## src/rtl/mac_stream.sv

```systemverilog
// Streaming multiply-accumulate engine: operand regs -> product reg -> accumulate -> output reg.
// One operand pair per cycle; a term tagged in_last closes the vector and emits its result.
module mac_stream #(
    parameter int DATA_W   = 32,
    parameter int ACC_W    = 72,
    parameter int SIGNED   = 0,
    parameter int SATURATE = 0,
    parameter int CNT_W    = 16
) (
    input  logic              clk,
    input  logic              reset,
    input  logic              in_valid,
    output logic              in_ready,
    input  logic [DATA_W-1:0] in_a,
    input  logic [DATA_W-1:0] in_b,
    input  logic              in_last,
    output logic              out_valid,
    input  logic              out_ready,
    output logic [ACC_W-1:0]  out_acc,
    output logic              out_ovf,
    output logic [CNT_W-1:0]  out_cnt
);

    localparam int PROD_W = 2 * DATA_W;
    localparam bit SGN    = (SIGNED != 0);
    localparam bit SAT    = (SATURATE != 0);

    logic                en;

    logic                s1_valid;
    logic                s1_last;
    logic [DATA_W-1:0]   s1_a;
    logic [DATA_W-1:0]   s1_b;

    logic                s2_valid;
    logic                s2_last;
    logic [PROD_W-1:0]   s2_prod;

    logic [ACC_W-1:0]    acc;
    logic                ovf;
    logic [CNT_W-1:0]    cnt;

    logic                s3_valid;
    logic [ACC_W-1:0]    s3_acc;
    logic                s3_ovf;
    logic [CNT_W-1:0]    s3_cnt;

    logic [PROD_W-1:0]   a_ext;
    logic [PROD_W-1:0]   b_ext;
    logic [PROD_W-1:0]   prod;
    logic [ACC_W:0]      acc_x;
    logic [ACC_W:0]      prod_x;
    logic [ACC_W:0]      sum_x;
    logic                step_ovf;
    logic [ACC_W-1:0]    acc_nxt;
    logic [CNT_W-1:0]    cnt_nxt;

    // The whole pipe moves together; only a refused result can stall it.
    assign en       = !(out_valid && !out_ready);
    assign in_ready = en;

    // Operands widened to the full product width so one multiplier serves both modes.
    assign a_ext = {{DATA_W{SGN & s1_a[DATA_W-1]}}, s1_a};
    assign b_ext = {{DATA_W{SGN & s1_b[DATA_W-1]}}, s1_b};
    assign prod  = a_ext * b_ext;

    // One guard bit above the accumulator exposes carry-out or the true sign.
    assign acc_x    = {SGN & acc[ACC_W-1], acc};
    assign prod_x   = {{(ACC_W+1-PROD_W){SGN & s2_prod[PROD_W-1]}}, s2_prod};
    assign sum_x    = acc_x + prod_x;
    assign step_ovf = SGN ? (sum_x[ACC_W] ^ sum_x[ACC_W-1]) : sum_x[ACC_W];
    assign cnt_nxt  = (&cnt) ? cnt : cnt + CNT_W'(1);

    always_comb begin
        acc_nxt = sum_x[ACC_W-1:0];
        if (SAT && step_ovf) begin
            if (!SGN) begin
                acc_nxt = '1;
            end else if (sum_x[ACC_W]) begin
                acc_nxt = {1'b1, {(ACC_W-1){1'b0}}};
            end else begin
                acc_nxt = {1'b0, {(ACC_W-1){1'b1}}};
            end
        end
    end

    always_ff @(posedge clk) begin
        if (reset) begin
            s1_valid <= 1'b0;
            s1_last  <= 1'b0;
            s1_a     <= '0;
            s1_b     <= '0;
            s2_valid <= 1'b0;
            s2_last  <= 1'b0;
            s2_prod  <= '0;
        end else if (en) begin
            s1_valid <= in_valid;
            s1_last  <= in_last;
            s1_a     <= in_a;
            s1_b     <= in_b;
            s2_valid <= s1_valid;
            s2_last  <= s1_last;
            s2_prod  <= prod;
        end
    end

    // Closing a vector clears the running state on the same edge so the next
    // vector can start accumulating without a bubble.
    always_ff @(posedge clk) begin
        if (reset) begin
            acc      <= '0;
            ovf      <= 1'b0;
            cnt      <= '0;
            s3_valid <= 1'b0;
            s3_acc   <= '0;
            s3_ovf   <= 1'b0;
            s3_cnt   <= '0;
        end else if (en) begin
            s3_valid <= s2_valid && s2_last;
            if (s2_valid) begin
                if (s2_last) begin
                    s3_acc <= acc_nxt;
                    s3_ovf <= ovf | step_ovf;
                    s3_cnt <= cnt_nxt;
                    acc    <= '0;
                    ovf    <= 1'b0;
                    cnt    <= '0;
                end else begin
                    acc    <= acc_nxt;
                    ovf    <= ovf | step_ovf;
                    cnt    <= cnt_nxt;
                end
            end
        end
    end

    always_ff @(posedge clk) begin
        if (reset) begin
            out_valid <= 1'b0;
            out_acc   <= '0;
            out_ovf   <= 1'b0;
            out_cnt   <= '0;
        end else if (en) begin
            out_valid <= s3_valid;
            if (s3_valid) begin
                out_acc <= s3_acc;
                out_ovf <= s3_ovf;
                out_cnt <= s3_cnt;
            end
        end
    end

endmodule
```

## config.mk

```make
export PLATFORM = sky130hd
export DESIGN_NAME = mac_stream
export DESIGN_NICKNAME = d
export VERILOG_FILES = /design/src/rtl/mac_stream.sv
export SDC_FILE = /design/constraint.sdc
export NUM_CORES = 2
export LEC_CHECK = 0
export ABC_AREA = 1
export CORE_ASPECT_RATIO = 0.5
export CORE_MARGIN = 3
export CORE_UTILIZATION = 54
export CTS_CLUSTER_SIZE = 20
export DETAILED_ROUTE_END_ITERATION = 12
export DONT_BUFFER_PORTS = 1
export HOLD_SLACK_MARGIN = 0.1
export PLACE_DENSITY_LB_ADDON = 0.12
export SLEW_MARGIN = 20
export SYNTH_ARGS = -nofsm -noshare
export SYNTH_HDL_FRONTEND = slang
export SYNTH_SLANG_ARGS = --single-unit
```

## constraint.sdc

```tcl
create_clock -name clk -period 7.6 [get_ports clk]
set_input_delay 1.9 -clock clk [delete_from_list [all_inputs] [get_ports clk]]
set_output_delay 1.9 -clock clk [all_outputs]
set_load 0.05 [all_outputs]
```

# After elaboration in Yosys (flattened, before gate mapping)
# Index checks and enable logic that the tools add are counted.
# op_classes
addsub,2
mul,1
mux,4
bitwise,2
reduce_logical,8
# ops
cell,count
$add A72 B64 Y73,1
$mux W72,1
$mul A32 B32 Y64,1
$mux W16,2
$add A16 B1 Y16 const B,1
$reduce_and A16 Y1,1
$reduce_and A2 Y1,2
$reduce_and A3 Y1,1
$logic_and A1 B1 Y1,2
$logic_not A1 Y1,2
$mux W1,1
$not A1 Y1,1
$or A1 B1 Y1,1
# totals
ff_bits,401
in_bits,69
output_inout_bits,91
word_cells,35

# Logic depth before layout (Yosys ltp)
# depth
ltp_word,4
ltp_mapped,33
ltp_nobuf,31

# Least setup slack after synthesis
# OpenSTA, ideal clock, no wires.
# synth_path
kind,reg-to-reg
from,register s1_a[10]
to,register s2_prod[40]
setup_time_ns,0.114
t_arrival_ns,6.353
required_ns,7.486
path_slack_ns,1.133
stages_incl_launch_ff,29
n_path_buf,2
cell_sequence,dfxtp_1 -> clkbuf_1 -> clkbuf_1 -> nand2_1 -> fa_1 -> fa_1 -> inv_1 -> fa_1 -> inv_1 -> fa_1 -> inv_1 -> fa_1 -> fa_1 -> fa_1 -> inv_1 -> fa_1 -> inv_1 -> ha_1 -> nand2_1 -> nor2_1 -> inv_1 -> nor2_1 -> inv_1 -> nor2_1 -> nand4_1 -> nand4_1 -> nand2_1 -> o21bai_1 -> inv_1
# synth_between
elab_chain_cells,1
# synth_lines
item,line,rtl
"start, declared",32,logic [DATA_W-1:0] s1_a;
"start signal, assigned",99,s1_a <= in_a;
$mul A32 B32 Y64,65,assign prod = a_ext * b_ext;
"end signal, assigned",103,s2_prod <= prod;
"end, declared",37,logic [PROD_W-1:0] s2_prod;
# No other way between the ends.
# A chain may end at the register's enable or synchronous reset.

# Worst setup path in the final report
# layout_path
from,register s1_b[26]
to,register s2_prod[36]
# layout_between
elab_chain_cells,1
# layout_lines
item,line,rtl
"start, declared",33,logic [DATA_W-1:0] s1_b;
"start signal, assigned",100,s1_b <= in_b;
$mul A32 B32 Y64,65,
# No other way between the ends.

==> flow_metrics.py <==
metrics = {
    "pwr": {
        "powerDensity_nw_per_um2": 258,
        "total_power_uw": 15200,
        "irDropWorstVdd_uv": 341,
        "power_leakage_uw": 0.0343,
    },
    "worst_setup_path": {
        "cp_cell_sequence": "nand2_1, fa_1, inv_1, fa_1, fa_1, fa_1, fa_1, fa_1, fa_1, inv_1, fa_1, inv_1, ha_1, nand2_1, nor2_1, inv_1, nor2_1, inv_1, nor2_1, o21ai_0, nand4_1, nand2_1, o21bai_1, inv_1",
        "cp_slowest_cell": "dfxtp_1",
        "crit_buf_inv": 6,
        "end_kind": "register",
        "start_kind": "register",
        "cp.required_ps": 8100,
        "cp.arrival_ps": 7820,
        "cpPeakStageDelay_ps": 740,
        "crit_path_frequent_cell": "fa_1",
        "path_class": "register to register",
        "critPathMaxFanout": 14,
        "path_delay_family": "adder cells",
    },
    "place": {
        "pre_cts_slack_ps": 215,
        "gp_congestion": 0.969,
        "hpwlAfterDp_mm": 133,
        "numPortBuffers": 0,
        "place_area_sq_um": 57700,
    },
    "synthesis": {
        "syn_avg_cell_area_sq_um": 7.03,
        "yosysSeqAreaShare_pct": 14.4,
        "synthXorXnorAreaFrac_pct": 1.13,
        "syn_area_sq_um": 55900,
        "synth_top_family_by_area": "adder cells",
        "synth_seq_cells": 401,
        "postSynthCellCount": 7958,
        "muxShareOfSynthArea_pct": 0,
        "syn-num-nets": 9252,
        "async_reset_ff_share_pct": 0,
        "synth-main-ff-cell": "dfxtp_1",
        "yosysWarnings": 0,
        "yosys.area_share.adder_pct": 39.4,
        "synth_edf_count": 0,
        "yosys.area_share.simple_pct": 22.1,
        "synth_compound_area_share_pct": 6.68,
        "synth_cell_types": 44,
    },
    "cts": {
        "cts-resized-gates": 0,
        "hold_buffers": 0,
        "cts_sinks": 401,
        "worstSkewPairLatency_ps": 610,
        "cts-root-buf": "clkbuf_16",
        "post-cts-setup-buffers": 0,
        "cts-htree-levels": 2,
        "clk_path_buf_depth": 3,
        "tritoncts": "done",
        "cts-buffers-inserted": 43,
        "cts.clk_slew.worst_paths_ps": 60,
    },
    "die": {
        "dieArea_sq_um": 108000,
        "rows": 82,
        "die_w_microns": 461,
        "core_area_sq_um": 101000,
        "initial_core_util_pct": 55.2,
        "design.portCount": 160,
        "die-height_microns": 234,
    },
    "final_layout": {
        "final_area_sq_um": 59200,
        "final_cell_mix": "nand2_1, inv_1, fa_1, nor2_1, dfxtp_1",
        "area_delta_synth_final_pct": 5.78,
        "seq_area_sq_um": 8040,
        "layout-drive-gt1-share_pct": 3.97,
        "finalNetCount": 9065,
        "fillers": 9814,
        "final_util_pct": 58.4,
        "layout_commonest_cell": "nand2_1",
        "multi_input_area_sq_um": 38800,
    },
    "global_routing": {
        "grt_pass1_vias": 45400,
        "grt_pass1_wl_mm": 258,
        "grt_max_degree": 175,
        "grt_antenna_before_repair": 5,
        "grt_overflow": 0,
        "track_usage_pct": 30.8,
    },
    "routing": {
        "wl_per_cell_microns": 17.8,
        "firstDrtPassIters": 6,
        "dr_total_vias": 46700,
        "drtIter0Drc": 4248,
        "ant_nets": 0,
        "route.detailed.drc": 0,
        "routed_wirelength_mm": 163,
        "viasPerCell": 5.11,
    },
    "hold_path": {
        "hp-class": "register to register",
    },
    "timing": {
        "slew_violations": 0,
        "worstMarginPinSlew_ps": 1020,
        "worst_slack_ps": 279,
        "finalClockSkew_ps": 39.2,
        "grt_setup_unrepaired": "no",
        "hold_viol_final": 0,
        "setup_tns_ps": 0,
        "max_slew_margin_pct": 32.3,
        "setup_violations": 0,
        "post-route-min-period_ps": 7320,
        "fin_crit_sh_pct": 96.3,
        "max_freq_mhz": 137,
    },
    "status": {
        "status": "completed",
    },
    "run": {
        "max_cap_violations": 0,
    },
}
==> worst register-to-register path, stage by stage, from the launching register on <==
cell      delay (ps)
dfxtp_1          740
nand2_1          180
fa_1             570
inv_1             60
fa_1             560
fa_1             460
fa_1             540
fa_1             650
fa_1             480
fa_1             500
inv_1             50
fa_1             490
inv_1             40
ha_1             380
nand2_1          110
nor2_1           160
inv_1             80
nor2_1            90
inv_1            120
nor2_1           300
o21ai_0          260
nand4_1          120
nand2_1           90
o21bai_1         130
inv_1             50
==> per-stage QoR <==
stage	std cells	hold slack [ps]
floorplan	7958	445
global placement	9070	449
detailed placement	9070	453
CTS	9146	463
global route	9148	486
finish	9149	467
==> cells by family after synthesis <==
group                    count (synthesis)
AND/OR/NAND/NOR                       3123
buffers and inverters                 2428
adder cells (fa/ha/maj)               1225
AO/OA/AOI/OAI                          709
flip-flops                             401
XOR/XNOR                                72
==> metal layers <==
layer	part of all wire (%)	routed length (microns)	vias up	GRT usage [%]
li1	-	-	22600	-
met1	48	77800	22400	47.0
met2	42	68400	1572	45.8
met3	8.7	14200	142	5.67
met4	1.6	2670	2	5.27
met5	0.0055	9	-	0
==> area by class of cell <==
cell class	instances	share of cell area, %
multi-input cells	5129	65.5
flip-flops and latches	401	13.6
inverters	2046	13.0
well taps	1344	2.84
repair buffers	150	2.50
clock buffers	58	2.08
clock inverters	18	0.431
diodes	3	0.0127
==> Yosys cell counts (all sizes together) (2+ instances only) <==
| master | n | area, sq um |
|---|---|---|
| nor2 | 786 | 3010 |
| ha | 328 | 4100 |
| xor2 | 51 | 447 |
| o21ai | 371 | 1860 |
| fa | 897 | 18000 |
| a21oi | 264 | 1330 |
| nand2 | 2072 | 7840 |
| o21a | 4 | 30.0 |
| nand3b | 3 | 22.5 |
| clkbuf | 353 | 1330 |
| dfxtp | 401 | 8030 |
| a31oi | 6 | 37.5 |
| a21boi | 3 | 22.5 |
| buf | 29 | 138 |
| and2 | 2 | 12.5 |
| inv | 2046 | 7680 |
| nand4 | 22 | 144 |
| o21bai | 45 | 338 |
| a21o | 3 | 22.5 |
| xnor2 | 21 | 184 |
| and3 | 4 | 25.0 |
| o22ai | 2 | 12.5 |
| or2 | 5 | 31.3 |
| nor3 | 38 | 215 |
| o211ai | 8 | 60.1 |
| nor4 | 4 | 25.0 |
| nand3 | 186 | 1000 |
==> worst paths after layout <==
kind,from,to,slack (ps),cells after the start
max,s1_b[26]$_SDFFE_PP0N_,s2_prod[36]$_SDFFE_PP0N_,280,24
min,acc[43]$_SDFFE_PP0P_,acc[43]$_SDFFE_PP0P_,470,2
max reg2reg,s1_b[26]$_SDFFE_PP0N_,s2_prod[36]$_SDFFE_PP0N_,280,24
min reg2reg,acc[43]$_SDFFE_PP0P_,acc[43]$_SDFFE_PP0P_,470,2
==> flip-flops by register name, indices dropped and copies added, names as in the netlist <==
signal and cells:
s2_last 1, s3_valid 1, s3_cnt 16, s2_valid 1, out_valid 1, ovf 1, s1_a 32, out_cnt 16
out_acc 72, cnt 16, s1_last 1, s3_acc 72, acc 72, s3_ovf 1, s1_valid 1, s2_prod 64
s1_b 32, out_ovf 1
==> power breakdown <==
part / leakage, uW / internal (uW) / switching [uW]
Sequential: 0.00327 / 2290 / 205
Combinational: 0.0303 / 3510 / 6940
Clock: 0.000723 / 1290 / 1010
Power figures use the tool's default switching activity.
